`config.mk`:
```
export PLATFORM = sky130hd
export DESIGN_NAME = inc_dec_button_ctrl
export DESIGN_NICKNAME = d
export VERILOG_FILES = /design/src/rtl/inc_dec_pkg.sv /design/src/rtl/btn_channel.sv /design/src/rtl/inc_dec_button_ctrl.sv
export SDC_FILE = /design/constraint.sdc
export NUM_CORES = 1
export LEC_CHECK = 0
export BUFFER_PORTS_ARGS = -buffer_cell sky130_fd_sc_hd__buf_2
export CAP_MARGIN = 20
export CORE_MARGIN = 5
export CORE_UTILIZATION = 40
export DETAILED_ROUTE_END_ITERATION = 7
export SYNTH_ARGS = -nofsm -noshare
export SYNTH_HDL_FRONTEND = slang
export SYNTH_SLANG_ARGS = --single-unit
```
`constraint.sdc`:
```
create_clock -name clk -period 3.3 [get_ports clk]
set_input_delay 0.66 -clock clk [delete_from_list [all_inputs] [get_ports clk]]
set_output_delay 0.66 -clock clk [all_outputs]
set_load 0.02 [all_outputs]
```
`src/rtl/inc_dec_pkg.sv`:
```
// Shared definitions for the up/down button input stage: FSM state encoding,
// default timing constants and a small elaboration-time helper.
package inc_dec_pkg;

   typedef enum logic [1:0] {
      ST_IDLE   = 2'd0,
      ST_HOLD   = 2'd1,
      ST_REPEAT = 2'd2
   } btn_state_e;

   localparam int DEF_DEBOUNCE_CYCLES = 4;
   localparam int DEF_HOLD_CYCLES     = 16;
   localparam int DEF_REPEAT_CYCLES   = 8;

   function automatic int max_int(input int a, input int b);
      return (a > b) ? a : b;
   endfunction

endpackage

```
`src/rtl/btn_channel.sv`:
```
// One button path: 2-flop synchronizer, debouncer and IDLE/HOLD/REPEAT
// auto-repeat FSM producing single-cycle requests on press and while held.
module btn_channel
   import inc_dec_pkg::*;
#(
   parameter int DEBOUNCE_CYCLES = DEF_DEBOUNCE_CYCLES,
   parameter int HOLD_CYCLES     = DEF_HOLD_CYCLES,
   parameter int REPEAT_CYCLES   = DEF_REPEAT_CYCLES
) (
   input  logic i_clk,
   input  logic i_rst,
   input  logic i_btn_raw,
   input  logic i_repeat_en,
   output logic o_req
);

   localparam int DEB_W = $clog2(DEBOUNCE_CYCLES);
   localparam int TMR_W = $clog2(max_int(HOLD_CYCLES, REPEAT_CYCLES));

   localparam logic [DEB_W-1:0] DEB_LAST   = DEB_W'(DEBOUNCE_CYCLES - 1);
   localparam logic [DEB_W-1:0] DEB_ONE    = DEB_W'(1);
   localparam logic [TMR_W-1:0] HOLD_LAST  = TMR_W'(HOLD_CYCLES - 1);
   localparam logic [TMR_W-1:0] RPT_LAST   = TMR_W'(REPEAT_CYCLES - 1);
   localparam logic [TMR_W-1:0] TMR_ONE    = TMR_W'(1);

   logic [1:0]       r_sync;
   logic [DEB_W-1:0] r_deb_cnt;
   logic             r_deb_state;
   logic [TMR_W-1:0] r_timer;
   btn_state_e       r_state;
   logic             r_req;
   logic             w_sync;

   assign w_sync = r_sync[1];
   assign o_req  = r_req;

   // Two-flop synchronizer for the asynchronous raw level.
   always_ff @(posedge i_clk or posedge i_rst) begin
      if (i_rst) begin
         r_sync <= 2'b00;
      end else begin
         r_sync <= {r_sync[0], i_btn_raw};
      end
   end

   // Debouncer: accept a new level only after DEBOUNCE_CYCLES differing samples in a row.
   always_ff @(posedge i_clk or posedge i_rst) begin
      if (i_rst) begin
         r_deb_cnt   <= '0;
         r_deb_state <= 1'b0;
      end else if (w_sync == r_deb_state) begin
         r_deb_cnt   <= '0;
      end else if (r_deb_cnt == DEB_LAST) begin
         r_deb_cnt   <= '0;
         r_deb_state <= w_sync;
      end else begin
         r_deb_cnt   <= r_deb_cnt + DEB_ONE;
      end
   end

   // Press/auto-repeat FSM; IDLE is only re-entered on release, so deb_state high there is a fresh press.
   always_ff @(posedge i_clk or posedge i_rst) begin
      if (i_rst) begin
         r_state <= ST_IDLE;
         r_timer <= '0;
         r_req   <= 1'b0;
      end else begin
         r_req <= 1'b0;
         case (r_state)
            ST_IDLE: begin
               if (r_deb_state) begin
                  r_req   <= 1'b1;
                  r_timer <= '0;
                  r_state <= ST_HOLD;
               end else begin
                  r_state <= ST_IDLE;
               end
            end
            ST_HOLD: begin
               if (!r_deb_state) begin
                  r_state <= ST_IDLE;
               end else if (i_repeat_en) begin
                  if (r_timer == HOLD_LAST) begin
                     r_req   <= 1'b1;
                     r_timer <= '0;
                     r_state <= ST_REPEAT;
                  end else begin
                     r_timer <= r_timer + TMR_ONE;
                  end
               end else begin
                  r_timer <= r_timer;
               end
            end
            ST_REPEAT: begin
               if (!r_deb_state) begin
                  r_state <= ST_IDLE;
               end else if (i_repeat_en) begin
                  if (r_timer == RPT_LAST) begin
                     r_req   <= 1'b1;
                     r_timer <= '0;
                  end else begin
                     r_timer <= r_timer + TMR_ONE;
                  end
               end else begin
                  r_timer <= r_timer;
               end
            end
            default: begin
               r_state <= ST_IDLE;
               r_timer <= '0;
            end
         endcase
      end
   end

endmodule

```
`src/rtl/inc_dec_button_ctrl.sv`:
```
// Up/down button front end: two debounced, auto-repeating channels whose
// requests are arbitrated into exclusive increment/decrement pulses.
module inc_dec_button_ctrl
   import inc_dec_pkg::*;
#(
   parameter int DEBOUNCE_CYCLES = DEF_DEBOUNCE_CYCLES,
   parameter int HOLD_CYCLES     = DEF_HOLD_CYCLES,
   parameter int REPEAT_CYCLES   = DEF_REPEAT_CYCLES
) (
   input  logic clk,
   input  logic reset,
   input  logic btn_up_raw,
   input  logic btn_down_raw,
   input  logic repeat_en,
   output logic increment,
   output logic decrement,
   output logic conflict
);

   logic w_up_req;
   logic w_dn_req;
   logic r_increment;
   logic r_decrement;
   logic r_conflict;

   btn_channel #(
      .DEBOUNCE_CYCLES (DEBOUNCE_CYCLES),
      .HOLD_CYCLES     (HOLD_CYCLES),
      .REPEAT_CYCLES   (REPEAT_CYCLES)
   ) u_up (
      .i_clk       (clk),
      .i_rst       (reset),
      .i_btn_raw   (btn_up_raw),
      .i_repeat_en (repeat_en),
      .o_req       (w_up_req)
   );

   btn_channel #(
      .DEBOUNCE_CYCLES (DEBOUNCE_CYCLES),
      .HOLD_CYCLES     (HOLD_CYCLES),
      .REPEAT_CYCLES   (REPEAT_CYCLES)
   ) u_dn (
      .i_clk       (clk),
      .i_rst       (reset),
      .i_btn_raw   (btn_down_raw),
      .i_repeat_en (repeat_en),
      .o_req       (w_dn_req)
   );

   // Colliding requests are dropped and flagged, never queued.
   always_ff @(posedge clk or posedge reset) begin
      if (reset) begin
         r_increment <= 1'b0;
         r_decrement <= 1'b0;
         r_conflict  <= 1'b0;
      end else begin
         r_increment <= w_up_req & ~w_dn_req;
         r_decrement <= w_dn_req & ~w_up_req;
         r_conflict  <= w_up_req & w_dn_req;
      end
   end

   assign increment = r_increment;
   assign decrement = r_decrement;
   assign conflict  = r_conflict;

endmodule

```
== Yosys cells after proc, flatten, opt, wreduce, memory -nomap -nowiden ==
Index checks and enable logic that the tools add are counted.
Word-level totals
  word-level logic and storage cells: 110
  input bits: 5
  bits in registers: 27
  output and inout bits: 3
Operators by class
  multiplexer cells: 48
  equality and inequality tests: 28
  $add $sub $neg: 4
  bitwise gates (word level): 7
  reduce and logical (&&, ||, !) cells: 8
Operator list (number)
  two-way mux 4 bit: 14
  two-way mux 2 bit: 12
  case mux 4 bit (3 select lines): 2
  two-way mux 1 bit: 16
  != test 2 x 1 -> 1 bit (second input constant): 6
  != test 2 bit (second input constant): 6
  != test 3 bit (second input constant): 4
  case mux 2 bit (3 select lines): 2
  AND reduction 5 bit: 2
  adder 4 x 1 -> 4 bit (second input constant): 2
  equality test 2 bit (second input constant): 4
  equality test 4 x 3 -> 1 bit (second input constant): 2
  equality test 4 bit (second input constant): 2
  case mux 1 bit (3 select lines): 2
  AND reduction 3 bit: 2
  adder 2 x 1 -> 2 bit (second input constant): 2
  equality test 2 x 1 -> 1 bit (second input constant): 2
  logical NOT 2 bit: 2
  inverter 1 bit: 4
  AND reduction 2 bit: 2
  AND 1 bit: 3
  equality test 1 bit: 2

== Logic depth before layout (Yosys ltp) ==
Gate-level depths: netlist of the first run.
  depth in word-level cells: 5
  depth in mapped cells: 6
  gate-level depth less buffers: 6

== Cells and area by module ==
From an unflattened synthesis of the first run, not the netlist that was laid out.
Unflattened totals
  cells, all modules: 133
  area, all modules: 1490.2 um^2
Modules (own cells, without submodules)
  btn_channel: area an instance 694.4 um^2, cells each 63, times used 2, sequential area each 300.3 um^2
  inc_dec_button_ctrl: area an instance 101.3 um^2, cells each 7, times used 1, sequential area each 75.1 um^2

== Worst setup path after synthesis of the first run ==
No wires, ideal clock.
  path kind: reg-to-reg
  start: register u_dn.r_state[0]
  end: register u_dn.r_timer[2]
  clock period less this slack: 1.580 ns
  stages on the path, launching flop included: 7
  buffers on the path: 0
  setup slack: 1.720 ns
  library setup time: 0.122 ns
  arrival time: 1.459 ns
  data required time: 3.178 ns
  cell sequence: dfrtp_1 > inv_1 > ha_1 > nor2_1 > o22ai_1 > o21ai_1 > a32o_1
On the way
  word-level cells in the longest chain between the ends: 3
  elaborated cells on any way between the ends: 10
  classes of those cells: eq/ne (7); mux (1); reduce/logical (2)
RTL lines
  from (decl): line btn_channel.sv:30  | btn_state_e r_state;
  from (signal assigned): line btn_channel.sv:64  | r_state <= ST_IDLE;
  from (signal assigned): line btn_channel.sv:74  | r_state <= ST_HOLD;
  from (signal assigned): line btn_channel.sv:76  | r_state <= ST_IDLE;
  equality test 2 bit, or another cell as far along: line btn_channel.sv:69  | case (r_state)
  != test 2 x 1 -> 1 bit (no line) / != test 2 bit (equally long branches)
  AND reduction 5 bit (no line)
  to (signal assigned): line btn_channel.sv:88  | r_timer <= r_timer + TMR_ONE;
  to (signal assigned): line btn_channel.sv:91  | r_timer <= r_timer;
  to (signal assigned): line btn_channel.sv:102  | r_timer <= r_timer + TMR_ONE;
  to (decl): line btn_channel.sv:29  | logic [TMR_W-1:0] r_timer;
Parallel ways exist; a longest one is shown, timed or not.
A chain may end at the register's enable or synchronous reset.

== Worst setup path after layout of the first run ==
Ends and elaborated chain as after synthesis.

==> out/qor.txt, run 1 <==
status -> completed
crit-path cells -> inv_1 > ha_1 > nor2_1 > o22ai_1 > o21ai_1 > a32o_1
# H-tree levels -> 1
initial antenna violation count -> 0
Synth area leader -> dfrtp_1
CP max FO -> 6
path depth of the worst reg2reg path -> 6
global-route wire length before repair -> 3970 um
final hold violation count -> 0
number of port buffers -> 7
reg2reg end -> u_dn.r_timer[2]
Filler cells -> 336
CP max stage cell -> dfrtp_1
# rows -> 21
mean post-synth cell area -> 11.1 um2
synthesized area -> 1360 um2
Arr. time, crit path -> 2.01 ns
Synth Register Bits -> 27
Startpoint Class -> flip-flop
wire per inst -> 12.0 um
Leak Pwr -> 0.683 nW
ANT cells -> 0
Post-CTS Setup Repair Bufs -> 0
CP Class -> reg -> reg
deepest clock path buffer count -> 2
CTS hold repair buffers -> 0
R2R Setup Slk -> 1.54 ns
Yosys cell types -> 35
CTS Buf Count -> 3
Final min period -> 1.76 ns
vias per cell -> 5.11
Congestion Overflow GR -> 0
Iteration-0 DRC Markers -> 15
remaining antenna violation count -> 0
post-synthesis sequential area ratio -> 49.8%
Clk pin slew, worst setup/hold paths -> 0.16 ns
CP top delay family -> compound AO/OA/AOI/OAI gates
layout cell share with drive strength beyond 1 -> 14.4%
largest net degree at the start of global routing -> 28
Hold WC Path Type -> in -> async
CTS tree -> built
fin. max-slew vios -> 0
Clock Skew -> 0.0163 ns
first-pass iteration count of the detailed router -> 4
Post-route DRC -> 0
register area -> 676 um2
Setup TNS -> 0 ns
Global Route Usage Sum -> 11.2%
core area -> 3310 um2
routed via count -> 909
worst stage delay on the critical path -> 0.45 ns
Fmax -> 569 MHz
Yosys top cell area share -> 49.8%
Chip Height -> 68.2 um
Chip Width -> 68.2 um
setup ws final -> 1.54 ns
maxcap violations -> 0
clock latency on the worst-skew pair -> 0.34 ns
reg2reg start -> u_dn.r_state[0]
Worst-Margin Slew -> 0.554 ns
Starting Density -> 41.0%
CP endpoint kind -> flip-flop
Rel. slew slack -> 63.0%
area grow syn2layout -> 9.23%
Final nets -> 150
Placer Congestion -> 0.778
Power Dens Cells -> 670 nW/um2
Setup WS pre-CTS -> 1.55 ns
RSZ-0062 raised after global routing -> false
crit share post-route -> 53.2%
VDD IR-drop max -> 0.000294 V
Syn Inst Count -> 122
WP buf/inv -> 1
Syn Nets -> 139
number of global-route vias before repair -> 906
Total Routed Length -> 2140 um
synth warn -> 0
Die ar. -> 4660 um2
CP required -> 3.55 ns
clock sink total -> 27
clock root buffer -> clkbuf_4
# resized after CTS -> 0
top cells by area, synth -> dfrtp_1 50%, ha_1 11%, o21ai_0 3.7%
hpwl dp -> 1560 um
Ports -> 8
Multi-input gate area -> 642 um2
final setup vio count -> 0
[metal layers]
layer | wire length [um] | track usage (%) | vias up
li1 | - | - | 449
met1 | 1060 | 14.2 | 446
met2 | 970 | 18.4 | 10
met3 | 83 | 3.45 | 4
met4 | 29 | 2.98 | 0
met5 | 0 | 0 | -
[power by group]
part | leakage, nW | switching (mW) | total [mW] | internal [mW]
Combinational | 0.318 | 0.196 | 0.356 | 0.159
Clock | 0.0139 | 0.104 | 0.151 | 0.0464
Sequential | 0.352 | 0.0738 | 0.485 | 0.412
Total | 0.683 | 0.374 | 0.992 | 0.618
[worst register-to-register path, delay by kind of cell (launching register included)]
| kind | cells | cell delay (ns) |
|---|---|---|
| simple gates | 1 | 0.13 |
| compound gates | 3 | 0.78 |
| flops | 1 | 0.45 |
| fa+ha+maj | 1 | 0.22 |
| buf+inv | 1 | 0.10 |
[through the flow]
step / hold slack (ns) / utilization (%) / cells / power (mW) / instance area (um2)
6_report: 0.335 / 44.7 / 178 / 0.992 / 1480
2_1_floorplan: 0.331 / - / 122 / 0.769 / 1360
5_1_grt: 0.366 / 44.7 / 178 / 1.08 / 1480
4_1_cts: 0.370 / 44.3 / 177 / 1.01 / 1470
3_3_place_gp: 0.333 / 43.4 / 173 / 0.836 / 1440
3_5_place_dp: 0.336 / 43.4 / 173 / 0.852 / 1440
[how the worst max path moves through the flow]
stage,from,endpoint,cells after the start
finish,u_dn.r_state[0],u_dn.r_timer[2],6
global route,u_dn.r_state[0],u_dn.r_timer[2],6
CTS,u_dn.r_state[0],u_dn.r_timer[2],6
detailed placement,u_dn.r_state[0],u_dn.r_timer[2],6
global placement,u_dn.r_state[0],u_dn.r_timer[2],6
floorplan,u_dn.r_state[0],u_dn.r_timer[2],6
[layout make-up]
type	instances	area share, %
Clock inverter	1	0.507
Clock buffer	3	1.52
Multi-Input combinational cell	86	43.3
Inverter	7	1.77
Sequential cell	27	45.6
Tap cell	46	3.89
Timing Repair Buffer	8	3.38
[registers in the layout, summed over array words and instances, names as in the netlist]
signal / count
u_dn.r_timer: 4
u_up.r_timer: 4
u_dn.r_deb_cnt: 2
u_dn.r_state: 2
u_dn.r_sync: 2
u_up.r_deb_cnt: 2
u_up.r_state: 2
u_up.r_sync: 2
conflict: 1
decrement: 1
increment: 1
u_dn.o_req: 1
u_dn.r_deb_state: 1
u_up.o_req: 1
u_up.r_deb_state: 1
[cell usage in the layout (no fill, tap or decap), types with 3 or more instances in the layout]
| cell type | n |
|---|---|
| a21oi_1 | 4 |
| a31oi_1 | 3 |
| buf_2 | 7 |
| clkbuf_4 | 3 |
| dfrtp_1 | 27 |
| ha_1 | 12 |
| inv_1 | 7 |
| nand2_1 | 9 |
| nand2b_1 | 4 |
| nand3_1 | 4 |
| nor2_1 | 3 |
| nor2b_1 | 6 |
| o21ai_0 | 10 |
[synthesized netlist by cell type, drive strengths merged]
| cell | count |
|---|---|
| nor2b | 6 |
| o22ai | 3 |
| nor2 | 3 |
| nand3 | 4 |
| and2 | 1 |
| or2 | 1 |
| and4bb | 1 |
| xnor2 | 2 |
| mux2i | 1 |
| nand2 | 9 |
| a22o | 1 |
| a31oi | 3 |
| and4b | 1 |
| nor4b | 1 |
| a32o | 1 |
| dfrtp | 27 |
| o211a | 1 |
| nand3b | 1 |
| inv | 7 |
| o221ai | 1 |
| mux2 | 2 |
| or3b | 1 |
| o21ai | 12 |
| xor2 | 2 |
| nand2b | 4 |
| buf | 2 |
| a21oi | 4 |
| nor3b | 2 |
| ha | 12 |
| nand4 | 2 |
| and3 | 2 |
| nor3 | 2 |
[cell families after synthesis]
logic type / synth area share, %
DFF: 49.8
xor gates and xnor gates: 2.58
muxes: 2.40
buffers and inverters: 2.86
AOI/OAI and AO/OA: 12.4
adders and majority gates: 11.1
and+or+nand+nor: 18.9
No activity file was read; power rests on OpenSTA's default activity.
==> run 2, diff against run 1 <==
--- a/config.mk
+++ b/config.mk
@@ -5,6 +5,7 @@
 export SDC_FILE = /design/constraint.sdc
 export NUM_CORES = 1
 export LEC_CHECK = 0
+export ABC_AREA = 1
 export BUFFER_PORTS_ARGS = -buffer_cell sky130_fd_sc_hd__buf_2
 export CAP_MARGIN = 20
 export CORE_MARGIN = 5
==> constraint.sdc (replaced) <==
create_clock -name clk -period 1.5 [get_ports clk]
set_input_delay 0.3 -clock clk [delete_from_list [all_inputs] [get_ports clk]]
set_output_delay 0.3 -clock clk [all_outputs]
set_load 0.02 [all_outputs]
==> run 2 against run 1 <==
Sequential share of layout area is 1.2 points lower. Non-clock buffer count is 3 higher. Register-to-register slack worse by 1.4 ns. Sequential power is 110% higher. Critical path depth stayed put. Cell area is 2.7% higher. Synthesized cell count is 28% higher. Hold slack worse by 0.33 ns. Routed wire length is 5.2% higher. Count of clock-buffer cells in the layout stayed put. Clock power is 110% higher. Power is 130% higher. Highest routed layer unchanged.
==> out/qor.txt, run 2 <==
status -> completed
Iteration-0 DRC Markers -> 33 (+18)
met1 WL -> 1030 um (-2.1%)
register area -> 676 um2 (unchanged)
Leak Pwr -> 0.779 nW (+14%)
Power Dens Cells -> 1480 nW/um2 (+120%)
core area -> 3340 um2 (+0.79%)
post-synthesis sequential area ratio -> 49.2% (-0.64 points)
Ports -> 8 (unchanged)
global-route wire length before repair -> 4190 um (+5.6%)
wire per inst -> 10.4 um (-13%)
routed via count -> 1010 (+11%)
hpwl dp -> 1740 um (+11%)
remaining antenna violation count -> 0 (unchanged)
Rel. slew slack -> 77.1% (+14 points)
vias per cell -> 4.68 (-8.4%)
Global Route Usage Sum -> 11.8% (+0.55 points)
Fmax -> 729 MHz (+28%)
Post-route DRC -> 0 (unchanged)
final setup vio count -> 0 (unchanged)
Syn Nets -> 173 (+24%)
post-placement cell count -> 209 (+21%)
maxcap violations -> 0 (unchanged)
Yosys top cell area share -> 49.2% (-0.64 points)
clock sink total -> 27 (unchanged)
setup ws final -> 0.128 ns (-1.41 ns)
Final min period -> 1.37 ns (-0.385 ns)
number of port buffers -> 7 (unchanged)
worst hold slack -> 0.00589 ns (-0.329 ns)
synthesized area -> 1370 um2 (+1.3%)
final hold violation count -> 0 (unchanged)
Filler cells -> 334 (-0.60%)
Synth area leader -> dfrtp_1
Primary FF master, synth -> dfrtp_1
VDD IR-drop max -> 0.000520 V (+76%)
Syn Inst Count -> 156 (+28%)
Die ar. -> 4710 um2 (+1.1%)
Chip Width -> 68.6 um (+0.55%)
# H-tree levels -> 1 (unchanged)
CP Class -> reg -> reg
most frequent cells in the layout -> 32 x nand2_1, 27 x dfrtp_1, 21 x inv_1, 16 x nand3_1, 12 x nor2_1
ANT cells -> 0 (unchanged)
crit share post-route -> 91.5% (+38 points)
clock latency on the worst-skew pair -> 0.32 ns (-0.02 ns)
layout cell share with drive strength beyond 1 -> 15.9% (+1.5 points)
CTS Buf Count -> 3 (unchanged)
CP required -> 1.72 ns (-1.83 ns)
CTS tree -> built
Total Routed Length -> 2250 um (+5.2%)
largest net degree at the start of global routing -> 28 (unchanged)
top cells by area, synth -> dfrtp_1 49%, ha_1 11%, nand2_1 8.7%
area grow syn2layout -> 10.7%
Placer Congestion -> 0.783 (+0.75%)
Startpoint Class -> flip-flop
Clk pin slew, worst setup/hold paths -> 0.14 ns (-0.02 ns)
number of global-route vias before repair -> 1028 (+13%)
Multi-input gate area -> 602 um2 (-6.2%)
RSZ-0062 raised after global routing -> false
Final nets -> 188 (+25%)
Synth Register Bits -> 27 (unchanged)
Post-synth EDFFs -> 0 (unchanged)
Setup TNS -> 0 ns (unchanged)
Arr. time, crit path -> 1.60 ns (-0.41 ns)
post-layout util -> 45.6% (+0.85 points)
Starting Density -> 41.2% (+0.20 points)
Yosys cell types -> 20 (-43%)
synth warn -> 0 (unchanged)
WL met3 -> 81 um (-2.4%)
mean post-synth cell area -> 8.81 um2 (-21%)
Hold WC Path Type -> in -> async
top sig layer -> met4
Detail Route met2 WL -> 1110 um (+15%)
Chip Height -> 68.6 um (+0.55%)
most common cell after layout, fill and taps aside -> nand2_1
Clock Skew -> 0.00154 ns (-0.0147 ns)
top cell types by occurrence after synthesis -> 32 x nand2_1, 27 x dfrtp_1, 21 x inv_1, 16 x nand3_1
clock root buffer -> clkbuf_4
# rows -> 21 (unchanged)
Worst-Margin Slew -> 0.344 ns (-0.211 ns)
post-synthesis async set-or-reset flop share -> 100% (unchanged)
top flop regs -> u_dn.r_timer (4), u_up.r_timer (4)
CP endpoint kind -> flip-flop
CP max FO -> 5 (-1)
fin. max-slew vios -> 0 (unchanged)
Final Non-Filler Cells -> 216 (+21%)
count leader, synth -> nand2_1
Setup WS pre-CTS -> 0.0930 ns (-1.46 ns)
initial antenna violation count -> 0 (unchanged)
Congestion Overflow GR -> 0 (unchanged)
first-pass iteration count of the detailed router -> 4 (unchanged)
deepest clock path buffer count -> 2 (unchanged)
[run 2: critical path: stages, from the launching register on]
cell and delay [ns]:
dfrtp_1 0.40, inv_1 0.08, ha_1 0.25, o21ai_2 0.23, nand3_1 0.17, nand3_1 0.09
o21ai_1 0.06
[run 2: power by group]
group	switching (mW)	internal, mW	leakage, nW
clock	0.208	0.102	0.0139
sequential	0.140	0.905	0.355
combinational	0.573	0.331	0.411
total	0.921	1.34	0.779
[run 2: metal layers]
metal / global-route usage (%) / vias to the layer above
met5: 0 / -
met4: 3.72 / 0
met3: 3.40 / 2
met2: 21.1 / 13
met1: 13.3 / 472
li1: - / 523
[run 2: area by class of cell]
cell class	count	area share [%]
clock buffer	3	1.48
sequential	27	44.4
inverter	24	6.00
tap	46	3.78
timing repair buffer	11	4.28
multi-input combinational	104	39.6
clock inverter	1	0.493
[run 2: timing repair]
| item | CTS | global route |
|---|---|---|
| resized for setup | 0 | 1 |
| setup buffers | 0 | 3 |
| setup endpoints to repair | 0 | 6 |
| hold buffers | 0 | 0 |
[run 2: cells by family (layout without fill, tap and decap cells)]
group / Yosys count / in the layout / share of synthesized area [%]
flip-flops: 27 / 27 / 49.2
buffers and inverters: 25 / 39 / 7.20
AND/OR/NAND/NOR: 67 / 67 / 21.6
AO/OA/AOI/OAI: 23 / 23 / 9.84
adder cells (fa/ha/maj): 12 / 12 / 10.9
XOR/XNOR: 2 / 2 / 1.28
[run 2: final timing paths]
path	start	endpoint	slack (ns)	cells past startpoint
min reg2reg	u_dn.r_sync[0]	u_dn.r_sync[1]	0.37	0
max reg2reg	u_dn.r_state[1]	u_dn.r_state[0]	0.13	6
max	u_dn.r_state[1]	u_dn.r_state[0]	0.13	6
max in group asynchronous	reset	u_up.r_deb_state	1.24	3
min in group clk	btn_down_raw	u_dn.r_sync[0]	0.07	1
min	reset	u_dn.r_timer[3]	0.006	3
[run 2: through the flow]
step | power [mW] | instance area, um2
6_report | 2.26 | 1520
5_1_grt | 2.49 | 1520
4_1_cts | 2.27 | 1500
3_5_place_dp | 1.94 | 1470
3_3_place_gp | 1.89 | 1470
2_1_floorplan | 1.75 | 1370
==> run 3, diff against run 2 <==
--- a/config.mk
+++ b/config.mk
@@ -11,6 +11,7 @@
 export CORE_MARGIN = 5
 export CORE_UTILIZATION = 40
 export DETAILED_ROUTE_END_ITERATION = 7
+export GPL_TIMING_DRIVEN = 0
 export SYNTH_ARGS = -nofsm -noshare
 export SYNTH_HDL_FRONTEND = slang
 export SYNTH_SLANG_ARGS = --single-unit
==> run 3 against run 2 <==
Cell area rose by 2.9%. Hold slack improved by 0.057 ns. Clock power rose by 8.7%. Core utilization rose by 1.3 points. Count of clock-buffer cells in the layout did not move. Final cell count rose by 0.93%. Non-clock buffer count rose by 2. Register-to-register slack barely moved.
==> out/qor.txt, run 3 (synthesis results as in run 2) <==
Clock Skew -> 0.00628 ns (+0.00474 ns)
placed inst area -> 1470 um2 (unchanged)
Design Area, Final -> 1570 um2 (+2.9%)
sequential share of power -> 44.1% (-2.1 points)
Arr. time, crit path -> 1.66 ns (+0.06 ns)
Die ar. -> 4710 um2 (unchanged)
Startpoint Class -> flip-flop
Total Routed Length -> 2290 um (+1.8%)
CTS Buf Count -> 3 (unchanged)
clock latency on the worst-skew pair -> 0.33 ns (about the same)
Hold Crit Start -> btn_down_raw
initial antenna violation count -> 0 (unchanged)
Post-route DRC -> 0 (unchanged)
layout cell share with drive strength beyond 1 -> 17.4% (+1.6 points)
hpwl dp -> 1750 um (+0.54%)
wire per inst -> 10.5 um (+0.84%)
Worst-Margin Slew -> 0.326 ns (-0.0177 ns)
largest net degree at the start of global routing -> 28 (unchanged)
RSZ-0062 raised after global routing -> false
reg2reg end -> u_up.r_timer[1]
Switching Fraction -> 40.6% (-0.18 points)
Iteration-0 DRC Markers -> 26 (-21%)
Final nets -> 190 (+1.1%)
area grow syn2layout -> 13.9%
most common cell after layout, fill and taps aside -> nand2_1
CP Class -> reg -> reg
Int Pwr -> 1.37 mW (+2.7%)
clock sink total -> 27 (unchanged)
Final min period -> 1.37 ns (-0.000269 ns)
reg2reg start -> u_up.r_state[1]
Chip Height -> 68.6 um (unchanged)
CP max stage cell -> dfrtp_1
Power Dens Cells -> 1480 nW/um2 (-0.47%)
# H-tree levels -> 1 (unchanged)
P_sw -> 0.939 mW (+1.9%)
Detail Route met2 WL -> 1160 um (+4.0%)
CP max FO -> 5 (unchanged)
CP endpoint kind -> flip-flop
Setup TNS -> 0 ns (unchanged)
vias per cell -> 4.63 (-1.0%)
CP required -> 1.79 ns (+0.07 ns)
Rel. slew slack -> 78.2% (+1.2 points)
top sig layer -> met4
core area -> 3340 um2 (unchanged)
number of port buffers -> 7 (unchanged)
first-pass iteration count of the detailed router -> 4 (unchanged)
worst stage delay on the critical path -> 0.43 ns (+0.03 ns)
Clk pwr share -> 14.6% (+0.9 points)
hold path cells -> 1
VDD IR-drop max -> 0.000419 V (-19%)
remaining antenna violation count -> 0 (unchanged)
# rows -> 21 (unchanged)
Placer Congestion -> 0.797 (+1.8%)
WL met3 -> 87 um (+7.4%)
deepest clock path buffer count -> 2 (unchanged)
most frequent cells in the layout -> 32 x nand2_1, 27 x dfrtp_1, 21 x inv_1, 16 x nand3_1, 12 x nor2_1
clock root buffer -> clkbuf_4
ANT cells -> 0 (unchanged)
final hold violation count -> 0 (unchanged)
met1 WL -> 1010 um (-2.5%)
Hold WC Path Type -> in -> reg
top flop regs -> u_dn.r_timer (4), u_up.r_timer (4)
status -> completed
path depth of the worst reg2reg path -> 7 (+1)
final setup vio count -> 0 (unchanged)
hold worst-path end -> u_dn.r_sync[0]
Leak Pwr -> 0.798 nW (+2.4%)
CTS tree -> built
Chip Width -> 68.6 um (unchanged)
Congestion Overflow GR -> 0 (unchanged)
combinational share of power -> 41.3% (+1.3 points)
number of global-route vias before repair -> 971 (-5.5%)
Clk pin slew, worst setup/hold paths -> 0.16 ns (+0.02 ns)
Ports -> 8 (unchanged)
Filler cells -> 328 (-1.8%)
crit share post-route -> 91.4% (about the same)
Global Route Usage Sum -> 11.4% (-0.38 points)
routed via count -> 1009 (-0.099%)
Starting Density -> 41.2% (unchanged)
R2R Setup Slk -> 0.13 ns (about the same)
Fmax -> 729 MHz (about the same)
crit-path cells -> buf_4 > ha_2 > o21ai_2 > nand2_2 > nor2_4 > nand3_1 > nand2_1
global-route wire length before repair -> 3970 um (-5.1%)
worst hold slack -> 0.0633 ns (+0.0574 ns)
fin. max-slew vios -> 0 (unchanged)
maxcap violations -> 0 (unchanged)
## run 3: worst max path at each step
stage | start | end | slack [ns] | cells past startpoint
global route | u_up.r_state[0] | u_up.r_timer[1] | 0.01 | 7
floorplan | u_dn.r_state[0] | u_dn.r_state[0] | 0.23 | 6
CTS | u_up.r_state[0] | u_up.r_timer[1] | 0.06 | 7
finish | u_up.r_state[1] | u_up.r_timer[1] | 0.13 | 7
detailed placement | u_dn.r_state[0] | u_dn.r_state[0] | 0.1 | 6
global placement | u_dn.r_state[0] | u_dn.r_state[0] | 0.15 | 6
## run 3: per-stage QoR
step           utilization (%)  worst slack [ns]  total power [mW]  std cells
4_1_cts                   44.9            0.0622              2.30        213
5_1_grt                   46.9            0.0131              2.54        218
3_5_place_dp              43.9            0.0979              1.96        209
6_report                  46.9             0.128              2.31        218
2_1_floorplan                -             0.228              1.75        156
3_3_place_gp              43.9             0.146              1.91        209
## run 3: power by group through the flow
| stage | clock network [mW] | logic, mW | registers, mW |
|---|---|---|---|
| final | 0.337 | 0.954 | 1.02 |
| after global routing | 0.395 | 1.10 | 1.05 |
| after CTS | 0.358 | 0.918 | 1.02 |
| after detailed placement | 0 | 0.917 | 1.04 |
| after global placement | 0 | 0.880 | 1.03 |
| after floorplan | 0 | 0.688 | 1.06 |
## run 3: repair_timing
action,CTS,global route
resized for setup,0,3
setup buffers,0,3
endpoints found under the hold margin,0,5
hold buffers,0,1
setup endpoints to repair,0,8
## run 3: critical path: cells and delay by family, from the launching register on
family | cells | cell delay [ns]
buffers and inverters | 1 | 0.15
flip-flops | 1 | 0.43
AND/OR/NAND/NOR | 4 | 0.39
AO/OA/AOI/OAI | 1 | 0.16
adder cells (fa/ha/maj) | 1 | 0.19
## run 3: routing by layer
| layer | GRT usage, % | up-vias |
|---|---|---|
| met1 | 12.8 | 463 |
| met2 | 20.0 | 13 |
| met5 | 0 | - |
| met3 | 2.76 | 4 |
| li1 | - | 529 |
| met4 | 5.21 | 0 |
## run 3: final cells by class
class / instances / area [um2] / area share, %
sequential: 27 / 676 / 43.2
multi-input combinational: 104 / 607 / 38.8
timing repair buffer: 12 / 95.1 / 6.08
inverter: 24 / 91.3 / 5.84
tap: 46 / 57.6 / 3.68
clock buffer: 3 / 22.5 / 1.44
clock inverter: 1 / 8.76 / 0.560
buffer: 1 / 7.51 / 0.480
